==> src/rtl/rf_writeback_sequencer_if.sv <==
// Bundle of the request handshake, flush and register_file write-port signals.
// The WB stage drives the master side; the sequencer is the slave.
// COUNT width follows the sequencer pointer width AW (AW+1 bits).
interface rf_writeback_sequencer_if #(
  parameter int AW = 2
);
  logic          FLUSH;
  logic          IN_VALID;
  logic          IN_READY;
  logic          IN_LD0;
  logic [3:0]    IN_RD0;
  logic [31:0]   IN_D0;
  logic          IN_LD1;
  logic [3:0]    IN_RD1;
  logic [31:0]   IN_D1;
  logic [31:0]   PW;
  logic [3:0]    C;
  logic          RFLd;
  logic          PC_WR;
  logic          BUSY;
  logic [AW:0]   COUNT;

  modport master (
    output FLUSH, IN_VALID, IN_LD0, IN_RD0, IN_D0, IN_LD1, IN_RD1, IN_D1,
    input  IN_READY, PW, C, RFLd, PC_WR, BUSY, COUNT
  );

  modport slave (
    input  FLUSH, IN_VALID, IN_LD0, IN_RD0, IN_D0, IN_LD1, IN_RD1, IN_D1,
    output IN_READY, PW, C, RFLd, PC_WR, BUSY, COUNT
  );
endinterface

==> src/rtl/rf_writeback_sequencer.sv <==
// Serialises two-write writeback requests onto register_file's single write port.
// Latency: request accepted at edge N into an empty FIFO appears on PW/C/RFLd after edge N+1.
// Backpressure: IN_READY drops when DEPTH requests are queued; no bypass when full.
module rf_writeback_sequencer #(
  parameter int DEPTH = 4,
  parameter int AW    = 2
) (
  input  logic                      CLK,
  input  logic                      RST,
  rf_writeback_sequencer_if.slave   bus
);

  typedef struct packed {
    logic        ld0;
    logic [3:0]  rd0;
    logic [31:0] d0;
    logic        ld1;
    logic [3:0]  rd1;
    logic [31:0] d1;
  } req_t;

  // S_SEC: head's secondary already written, its primary still owed (head not popped).
  // S_PRI: the previous write finished a request (head popped).
  typedef enum logic [1:0] {
    S_IDLE = 2'd0,
    S_SEC  = 2'd1,
    S_PRI  = 2'd2
  } state_t;

  req_t          r_mem [DEPTH];
  logic [AW-1:0] r_wr_ptr;
  logic [AW-1:0] r_rd_ptr;
  logic [AW:0]   r_count;
  state_t        r_state;
  state_t        w_state_nxt;
  logic [31:0]   r_pw;
  logic [3:0]    r_c;
  logic          r_rfld;

  req_t          w_in_req;
  req_t          w_head;
  logic          w_in_ready;
  logic          w_nonempty;
  logic          w_push;
  logic          w_pop;
  logic          w_issue;
  logic [31:0]   w_pw_nxt;
  logic [3:0]    w_c_nxt;

  assign w_in_req = '{ld0: bus.IN_LD0, rd0: bus.IN_RD0, d0: bus.IN_D0,
                      ld1: bus.IN_LD1, rd1: bus.IN_RD1, d1: bus.IN_D1};
  assign w_head     = r_mem[r_rd_ptr];
  assign w_in_ready = (r_count < (AW+1)'(DEPTH));
  assign w_nonempty = (r_count != '0);
  // Null requests complete the handshake but never occupy an entry.
  assign w_push     = bus.IN_VALID && w_in_ready && !bus.FLUSH && (bus.IN_LD0 || bus.IN_LD1);

  // FSM state register.
  always_ff @(posedge CLK or posedge RST) begin
    if (RST) r_state <= S_IDLE;
    else     r_state <= w_state_nxt;
  end

  // Next state: a head with both writes passes through S_SEC; anything else finishes in one cycle.
  always_comb begin
    w_state_nxt = r_state;
    if (bus.FLUSH) begin
      w_state_nxt = S_IDLE;
    end else begin
      case (r_state)
        S_SEC:   w_state_nxt = S_PRI;
        default: begin
          if (!w_nonempty)                 w_state_nxt = S_IDLE;
          else if (w_head.ld1 && w_head.ld0) w_state_nxt = S_SEC;
          else                             w_state_nxt = S_PRI;
        end
      endcase
    end
  end

  // Write selection: secondary before primary so a shared Rd ends with the primary value.
  always_comb begin
    w_issue  = 1'b0;
    w_pop    = 1'b0;
    w_pw_nxt = r_pw;
    w_c_nxt  = r_c;
    if (!bus.FLUSH) begin
      case (r_state)
        S_SEC: begin
          w_issue  = 1'b1;
          w_pop    = 1'b1;
          w_pw_nxt = w_head.d0;
          w_c_nxt  = w_head.rd0;
        end
        default: begin
          if (w_nonempty) begin
            w_issue = 1'b1;
            if (w_head.ld1) begin
              w_pw_nxt = w_head.d1;
              w_c_nxt  = w_head.rd1;
              w_pop    = !w_head.ld0;
            end else begin
              w_pw_nxt = w_head.d0;
              w_c_nxt  = w_head.rd0;
              w_pop    = 1'b1;
            end
          end
        end
      endcase
    end
  end

  // FIFO pointers and occupancy; flush empties the queue ahead of any push/pop.
  always_ff @(posedge CLK or posedge RST) begin
    if (RST) begin
      r_wr_ptr <= '0;
      r_rd_ptr <= '0;
      r_count  <= '0;
    end else if (bus.FLUSH) begin
      r_wr_ptr <= '0;
      r_rd_ptr <= '0;
      r_count  <= '0;
    end else begin
      if (w_push) r_wr_ptr <= r_wr_ptr + AW'(1);
      if (w_pop)  r_rd_ptr <= r_rd_ptr + AW'(1);
      case ({w_push, w_pop})
        2'b10:   r_count <= r_count + (AW+1)'(1);
        2'b01:   r_count <= r_count - (AW+1)'(1);
        default: r_count <= r_count;
      endcase
    end
  end

  // Request storage; contents are don't-care until written, so no reset.
  always_ff @(posedge CLK) begin
    if (w_push) r_mem[r_wr_ptr] <= w_in_req;
  end

  // Registered write port; PW/C hold their last value when nothing is issued.
  always_ff @(posedge CLK or posedge RST) begin
    if (RST) begin
      r_rfld <= 1'b0;
      r_pw   <= '0;
      r_c    <= '0;
    end else begin
      r_rfld <= w_issue;
      r_pw   <= w_pw_nxt;
      r_c    <= w_c_nxt;
    end
  end

  assign bus.IN_READY = w_in_ready;
  assign bus.PW       = r_pw;
  assign bus.C        = r_c;
  assign bus.RFLd     = r_rfld;
  assign bus.PC_WR    = r_rfld && (r_c == 4'hF);
  assign bus.BUSY     = w_nonempty || r_rfld;
  assign bus.COUNT    = r_count;

endmodule

==> src/flat_wrapper.sv <==
// flat-port wrapper written by rule: the top's interface ports become plain ports
module rf_writeback_sequencer_flat 
#(
  parameter int DEPTH = 4,
  parameter int AW    = 2
)
  (CLK, RST, bus_FLUSH, bus_IN_VALID, bus_IN_LD0, bus_IN_RD0, bus_IN_D0, bus_IN_LD1, bus_IN_RD1, bus_IN_D1, bus_IN_READY, bus_PW, bus_C, bus_RFLd, bus_PC_WR, bus_BUSY, bus_COUNT);
  rf_writeback_sequencer_if #(.AW(AW)) bus_i ();
  input  logic CLK;
  input  logic RST;
  input wire logic [$bits(bus_i.FLUSH)-1:0] bus_FLUSH;
  input wire logic [$bits(bus_i.IN_VALID)-1:0] bus_IN_VALID;
  input wire logic [$bits(bus_i.IN_LD0)-1:0] bus_IN_LD0;
  input wire logic [$bits(bus_i.IN_RD0)-1:0] bus_IN_RD0;
  input wire logic [$bits(bus_i.IN_D0)-1:0] bus_IN_D0;
  input wire logic [$bits(bus_i.IN_LD1)-1:0] bus_IN_LD1;
  input wire logic [$bits(bus_i.IN_RD1)-1:0] bus_IN_RD1;
  input wire logic [$bits(bus_i.IN_D1)-1:0] bus_IN_D1;
  output wire logic [$bits(bus_i.IN_READY)-1:0] bus_IN_READY;
  output wire logic [$bits(bus_i.PW)-1:0] bus_PW;
  output wire logic [$bits(bus_i.C)-1:0] bus_C;
  output wire logic [$bits(bus_i.RFLd)-1:0] bus_RFLd;
  output wire logic [$bits(bus_i.PC_WR)-1:0] bus_PC_WR;
  output wire logic [$bits(bus_i.BUSY)-1:0] bus_BUSY;
  output wire logic [$bits(bus_i.COUNT)-1:0] bus_COUNT;
  assign bus_i.FLUSH = bus_FLUSH;
  assign bus_i.IN_VALID = bus_IN_VALID;
  assign bus_i.IN_LD0 = bus_IN_LD0;
  assign bus_i.IN_RD0 = bus_IN_RD0;
  assign bus_i.IN_D0 = bus_IN_D0;
  assign bus_i.IN_LD1 = bus_IN_LD1;
  assign bus_i.IN_RD1 = bus_IN_RD1;
  assign bus_i.IN_D1 = bus_IN_D1;
  assign bus_IN_READY = bus_i.IN_READY;
  assign bus_PW = bus_i.PW;
  assign bus_C = bus_i.C;
  assign bus_RFLd = bus_i.RFLd;
  assign bus_PC_WR = bus_i.PC_WR;
  assign bus_BUSY = bus_i.BUSY;
  assign bus_COUNT = bus_i.COUNT;
  rf_writeback_sequencer #(.DEPTH(DEPTH), .AW(AW)) u_core (.CLK(CLK), .RST(RST), .bus(bus_i));
endmodule
==> config.mk <==
export PLATFORM = sky130hd
export DESIGN_NAME = rf_writeback_sequencer_flat
export DESIGN_NICKNAME = d
export VERILOG_FILES = /design/src/rtl/rf_writeback_sequencer_if.sv /design/src/rtl/rf_writeback_sequencer.sv /design/src/flat_wrapper.sv
export SDC_FILE = /design/constraint.sdc
export NUM_CORES = 1
export LEC_CHECK = 0
export ABC_CLOCK_PERIOD_IN_PS = 5480
export CELL_PAD_IN_SITES_DETAIL_PLACEMENT = 0
export CELL_PAD_IN_SITES_GLOBAL_PLACEMENT = 1
export CORE_ASPECT_RATIO = 1.1
export CORE_MARGIN = 8
export CORE_UTILIZATION = 35
export DETAILED_ROUTE_END_ITERATION = 12
export GPL_TIMING_DRIVEN = 0
export HOLD_SLACK_MARGIN = 0.06
export PLACE_DENSITY_LB_ADDON = 0.1
export SYNTH_ARGS = -nofsm -noshare
export SYNTH_HDL_FRONTEND = slang
export SYNTH_SLANG_ARGS = --single-unit
==> constraint.sdc <==
create_clock -name CLK -period 5.48 [get_ports CLK]
set_clock_uncertainty 0.15 [all_clocks]
set_input_delay 1.096 -clock CLK [delete_from_list [all_inputs] [get_ports CLK]]
set_output_delay 1.096 -clock CLK [all_outputs]
set_load 0.02 [all_outputs]
# == Word level (Yosys, flattened, before mapping) ==
# Memory sizes are Yosys's and may differ from the RTL's.
# Index checks and enable logic that the tools add are counted.
# totals
ff_bits,46
mem_count,1
wordCells,58
out_inout_bits,43
input_bits,78
mem_bits_rw,296
# mem_list
name,words,width,rd,rd_clocked_by_memory_dff,write_ports,line_no,rtl
u_core.r_mem,4,74,1,0,1,rf_writeback_sequencer.sv:30,req_t r_mem [DEPTH];
# classes
magnitude_cmp,1
n_reduce_logical,15
n_eq_ne,4
mux,25
add_sub_neg,4
bitwise_logic,1
# ops
cell,n
$mux W32,3
$mux W2,8
$mux W4,3
$mux W1,9
$pmux W3 S2,1
$reduce_bool A2 Y1,3
$reduce_bool A3 Y1,2
$logic_and A1 B1 Y1,5
$add A2 B1 Y2 const B,2
$eq A2 B1 Y1 const B,2
$eq A4 B4 Y1 const B,1
$add A3 B1 Y3 const B,1
$lt A3 B3 Y1 const B,1
$mux W3,1
$sub A3 B1 Y3 const B,1
$eq A2 B2 Y1 const B,1
$logic_not A1 Y1,2
$logic_or A1 B1 Y1,2
$reduce_and A2 Y1,1
$not A1 Y1,1

# == Depth between registers and ports, before layout ==
# An unclocked memory read counts as a cell.
# depth
word_depth,9
ltp_mapped,9
depth_no_buf,8

# == Least setup slack after synthesis ==
# OpenSTA, ideal clock, no wires.
# synth_timing
kind,in2reg
startpoint,input port bus_IN_LD1
endpoint,"memory u_core.r_mem[0][0] in the netlist's numbering, enable pin"
required_time_ns,4.889
slack_ns,1.679
n_path_buf,0
cell_stages,3
arrival_ns,3.211
cell_sequence,o211ai_1 > nor2_1 > and2_1
# synth_between
elab_chain_cells,4
# synth_rtl
item,line_no,rtl
"start, declared",flat_wrapper.sv:16,input wire logic [$bits(bus_i.IN_LD1)-1:0] bus_IN_LD1;
$logic_or A1 B1 Y1,rf_writeback_sequencer.sv:56,assign w_push = bus.IN_VALID && w_in_ready && !bus.FLUSH && (bus.IN_LD0 || bus.IN_LD1);
$logic_and A1 B1 Y1,rf_writeback_sequencer.sv:56,
$mux W1,rf_writeback_sequencer.sv:136,if (w_push) r_mem[r_wr_ptr] <= w_in_req;
$mux W1 (implied by the code),rf_writeback_sequencer.sv:136,
"end, declared",rf_writeback_sequencer.sv:30,
# No other way between the ends.

# == Worst setup path in the final report ==
# layout_timing
startpoint,input port bus_FLUSH
endpoint,register u_core.r_pw[4] (netlist: u_core.bus.PW[4])
# layout_between
elab_chain_cells,2
# layout_rtl
item,line_no,rtl
"start, declared",flat_wrapper.sv:11,input wire logic [$bits(bus_i.FLUSH)-1:0] bus_FLUSH;
$not A1 Y1 (no source line),-,
$reduce_and A2 Y1 (no source line),-,
"end signal, assigned",rf_writeback_sequencer.sv:147,r_pw <= w_pw_nxt;
"end, declared",rf_writeback_sequencer.sv:36,logic [31:0] r_pw;
# No other way between the ends.
# A chain may end at the register's enable or synchronous reset.

==> impl_metrics.env <==
export IMPL_status="finished clean"
export IMPL_min_path_type="flip-flop to flip-flop"
export IMPL_avgRoutedWirePerCell_um=25.0
export IMPL_antenna_found_initial=1
export IMPL_rrSetupSlack_ns=2.41
export IMPL_dieArea_um2=49200
export IMPL_grt_pass1_vias=10700
export IMPL_p_total_w=0.00824
export IMPL_drt_iter0_drc=832
export IMPL_postRouteAntennaNets=0
export IMPL_routed_wl_um=48500
export IMPL_cp_data_required_time_ns=5.76
export IMPL_via_per_inst=5.37
export IMPL_ys_warn_count=0
export IMPL_dieWidth_um=212
export IMPL_die_h_um=232
export IMPL_critPathKind="input pin to flip-flop"
export IMPL_synth_seq_area_share=0.678
export IMPL_r2r_end="u_core.bus.PW[4]"
export IMPL_rsz0062_at_grt="no"
export IMPL_drive_gt1_frac=0.0890
export IMPL_worstHoldPathCells=2
export IMPL_synthCells=1177
export IMPL_top_usage_layer="met2"
export IMPL_rr_worst_depth=8
export IMPL_grt_max_degree=47
export IMPL_tightest_slew_ns=0.892
export IMPL_clkTransAtPathRegs_ns=0.05
export IMPL_cts_buffers=40
export IMPL_post_cts_buffers=0
export IMPL_period_needed_ns=3.30
export IMPL_cts_resized=0
export IMPL_crit_arrival_ns=3.59
export IMPL_leakagePower_nw=6.14
export IMPL_io_pin_count=121
export IMPL_grt_usage=0.197
export IMPL_grt_pass1_wl_um=70900
export IMPL_clockRootBuffer="clkbuf_16"
export IMPL_drtPass1Iterations=5
export IMPL_utilization=0.430
export IMPL_numClockSinks=342
export IMPL_ys_ff_latch=342
export IMPL_hold_ws_ns=0.344
export IMPL_fmax_ghz=0.303
export IMPL_fin_setup_tns_ns=0
export IMPL_num_vias=10400
export IMPL_coreArea_um2=42000
export IMPL_slew_violations=0
export IMPL_syn_area_um2=14800
export IMPL_ys_async_sr_fraction=0.135
export IMPL_cts_tree="built"
export IMPL_peakVddDrop_mv=0.241
export IMPL_max_cap_violations=0
export IMPL_rr_startpoint="u_core.bus.COUNT[0]"
export IMPL_slew_headroom=0.405
export IMPL_hold_buffers=0
export IMPL_cp_startpoint="bus_FLUSH"
export IMPL_syn_avg_cell_area_um2=12.6
export IMPL_crit_fanout=10
export IMPL_min_delay_start="u_core.bus.PW[30]"
export IMPL_clk_latency_ns=0.53
export IMPL_antennaDiodeCount=0
export IMPL_place_area_um2=16800
export IMPL_synth_edf_count=296
export IMPL_synth_top_area_frac=0.600
export IMPL_port_buffers=120
export IMPL_syn2layout_area_growth_pct=22.0
export IMPL_place_gp_congestion=0.779
export IMPL_rows=79
export IMPL_start_util=0.353
export IMPL_fin_crit_sh=0.603
export IMPL_detailed_place_hpwl_um=31100
export IMPL_powerDensity_nw_per_um2=456
export IMPL_end_kind="flip-flop"
export IMPL_grt_use_met1=0.261
export IMPL_yosysUniqueCellTypes=48
export IMPL_synth_nets=1260
export IMPL_setup_viol=0
export IMPL_use_met3=0.0323
export IMPL_use_met2=0.325
export IMPL_startpoint_type="input pin"
export IMPL_synth_main_ff_cell="edfxtp_1"
export IMPL_clk_path_buf_depth=3
export IMPL_ctsHtreeMaxLevel=2
export IMPL_gr_total_overflow=0
export IMPL_min_to="u_core.bus.PW[30]"
export IMPL_final_design_area_no_fill_um2=18100
export IMPL_finalHoldViolCount=0
export IMPL_drc=0
export IMPL_nets=1426
export IMPL_synthTopCellsByArea="edfxtp_1 60%, dfrtp_1 7.8%, nand2_1 4.5%"
export IMPL_synth_area_leader_cell="edfxtp_1"
[power breakdown]
group          leakage, nW  internal, W  switching [W]
clock                0.614      0.00154        0.00101
sequential            3.21      0.00310       0.000151
combinational         2.32     0.000863        0.00156
total                 6.14      0.00551        0.00273
[registers in the layout, summed over array words and instances, names as in the netlist]
| register | count |
|---|---|
| u_core.r_rd_ptr | 2 |
| u_core.bus.RFLd | 1 |
| u_core.r_mem | 296 |
| u_core.bus.C | 4 |
| u_core.r_state | 2 |
| u_core.bus.COUNT | 3 |
| u_core.bus.PW | 32 |
| u_core.r_wr_ptr | 2 |
[critical path, stage by stage]
cell             delay [ns]
clkdlybuf4s50_1        0.54
a21o_1                 0.13
inv_2                  0.04
nand2b_1               0.14
clkbuf_1               0.60
buf_1                  0.56
a2111oi_0              0.22
a211oi_1               0.25
[cell type report]
| class | instances | area (µm²) |
|---|---|---|
| Buffer | 92 | 428 |
| Clock buffer | 60 | 1160 |
| Clock inverter | 10 | 95.1 |
| Fill cell | 3967 | 23900 |
| Inverter | 8 | 32.5 |
| Multi-Input combinational cell | 735 | 4320 |
| Sequential cell | 342 | 10000 |
| Tap cell | 567 | 709 |
| Timing Repair Buffer | 124 | 1290 |
[routing by layer]
| metal | vias to the layer above | wire [µm] |
|---|---|---|
| met5 | - | 12 |
| met4 | 2 | 1280 |
| met3 | 88 | 2970 |
| met2 | 335 | 23200 |
| met1 | 5221 | 21100 |
| li1 | 4763 | - |
[metrics by stage]
step                      setup slack (ns)  std cells
final                                 2.18       1938
after global routing                  1.98       1938
after CTS                             2.19       1938
after detailed placement              1.67       1868
after global placement              -0.599       1864
after floorplan                       1.68       1177
[kinds of logic (layout without fill, tap and decap cells)]
family,after synthesis,after routing,share of synthesized area
buf+inv,100,294,0.0309
mux,77,77,0.0539
fa+ha+maj,5,5,0.00473
xor+xnor,4,4,0.00329
simple gates,358,358,0.104
compound gates,291,291,0.125
flops,342,342,0.678
[synthesized netlist by cell type (2+ instances only)]
cell type,count
a2111oi_0,28
a211oi_1,64
a21oi_1,65
a221oi_1,15
a311oi_2,2
and2_1,6
buf_1,4
buf_2,33
buf_4,9
clkbuf_1,45
dfrtp_1,46
edfxtp_1,296
ha_1,4
inv_1,7
mux2_1,2
mux2_2,7
mux2i_1,66
nand2_1,177
nand2b_1,3
nand3_1,88
nand4b_1,2
nor2_1,71
o21ai_0,64
o21ai_1,39
o2bb2ai_1,7
o31ai_1,2
or4b_1,2
xnor2_1,3
[worst max-delay path by stage]
stage,to,slack [ns],cells past startpoint
after floorplan,u_core.r_mem[0][0],1.68,3
final,u_core.bus.PW[4],2.18,8
after detailed placement,u_core.bus.PW[4],1.67,8
after CTS,bus_BUSY,2.19,3
after global placement,u_core.r_mem[3][4],-0.60,4
after global routing,u_core.bus.PW[4],1.98,8
[layout by cell type, fill, tap and decap left out, types with 39 or more instances in the layout]
master / instances
nand3_1: 88
clkbuf_1: 58
o21ai_1: 39
nand2_1: 177
a211oi_1: 64
o21ai_0: 64
nor2_1: 71
a21oi_1: 65
clkdlybuf4s50_1: 120
clkbuf_16: 41
edfxtp_1: 296
mux2i_1: 66
dfrtp_1: 46
No activity file was read; power rests on OpenSTA's default activity.
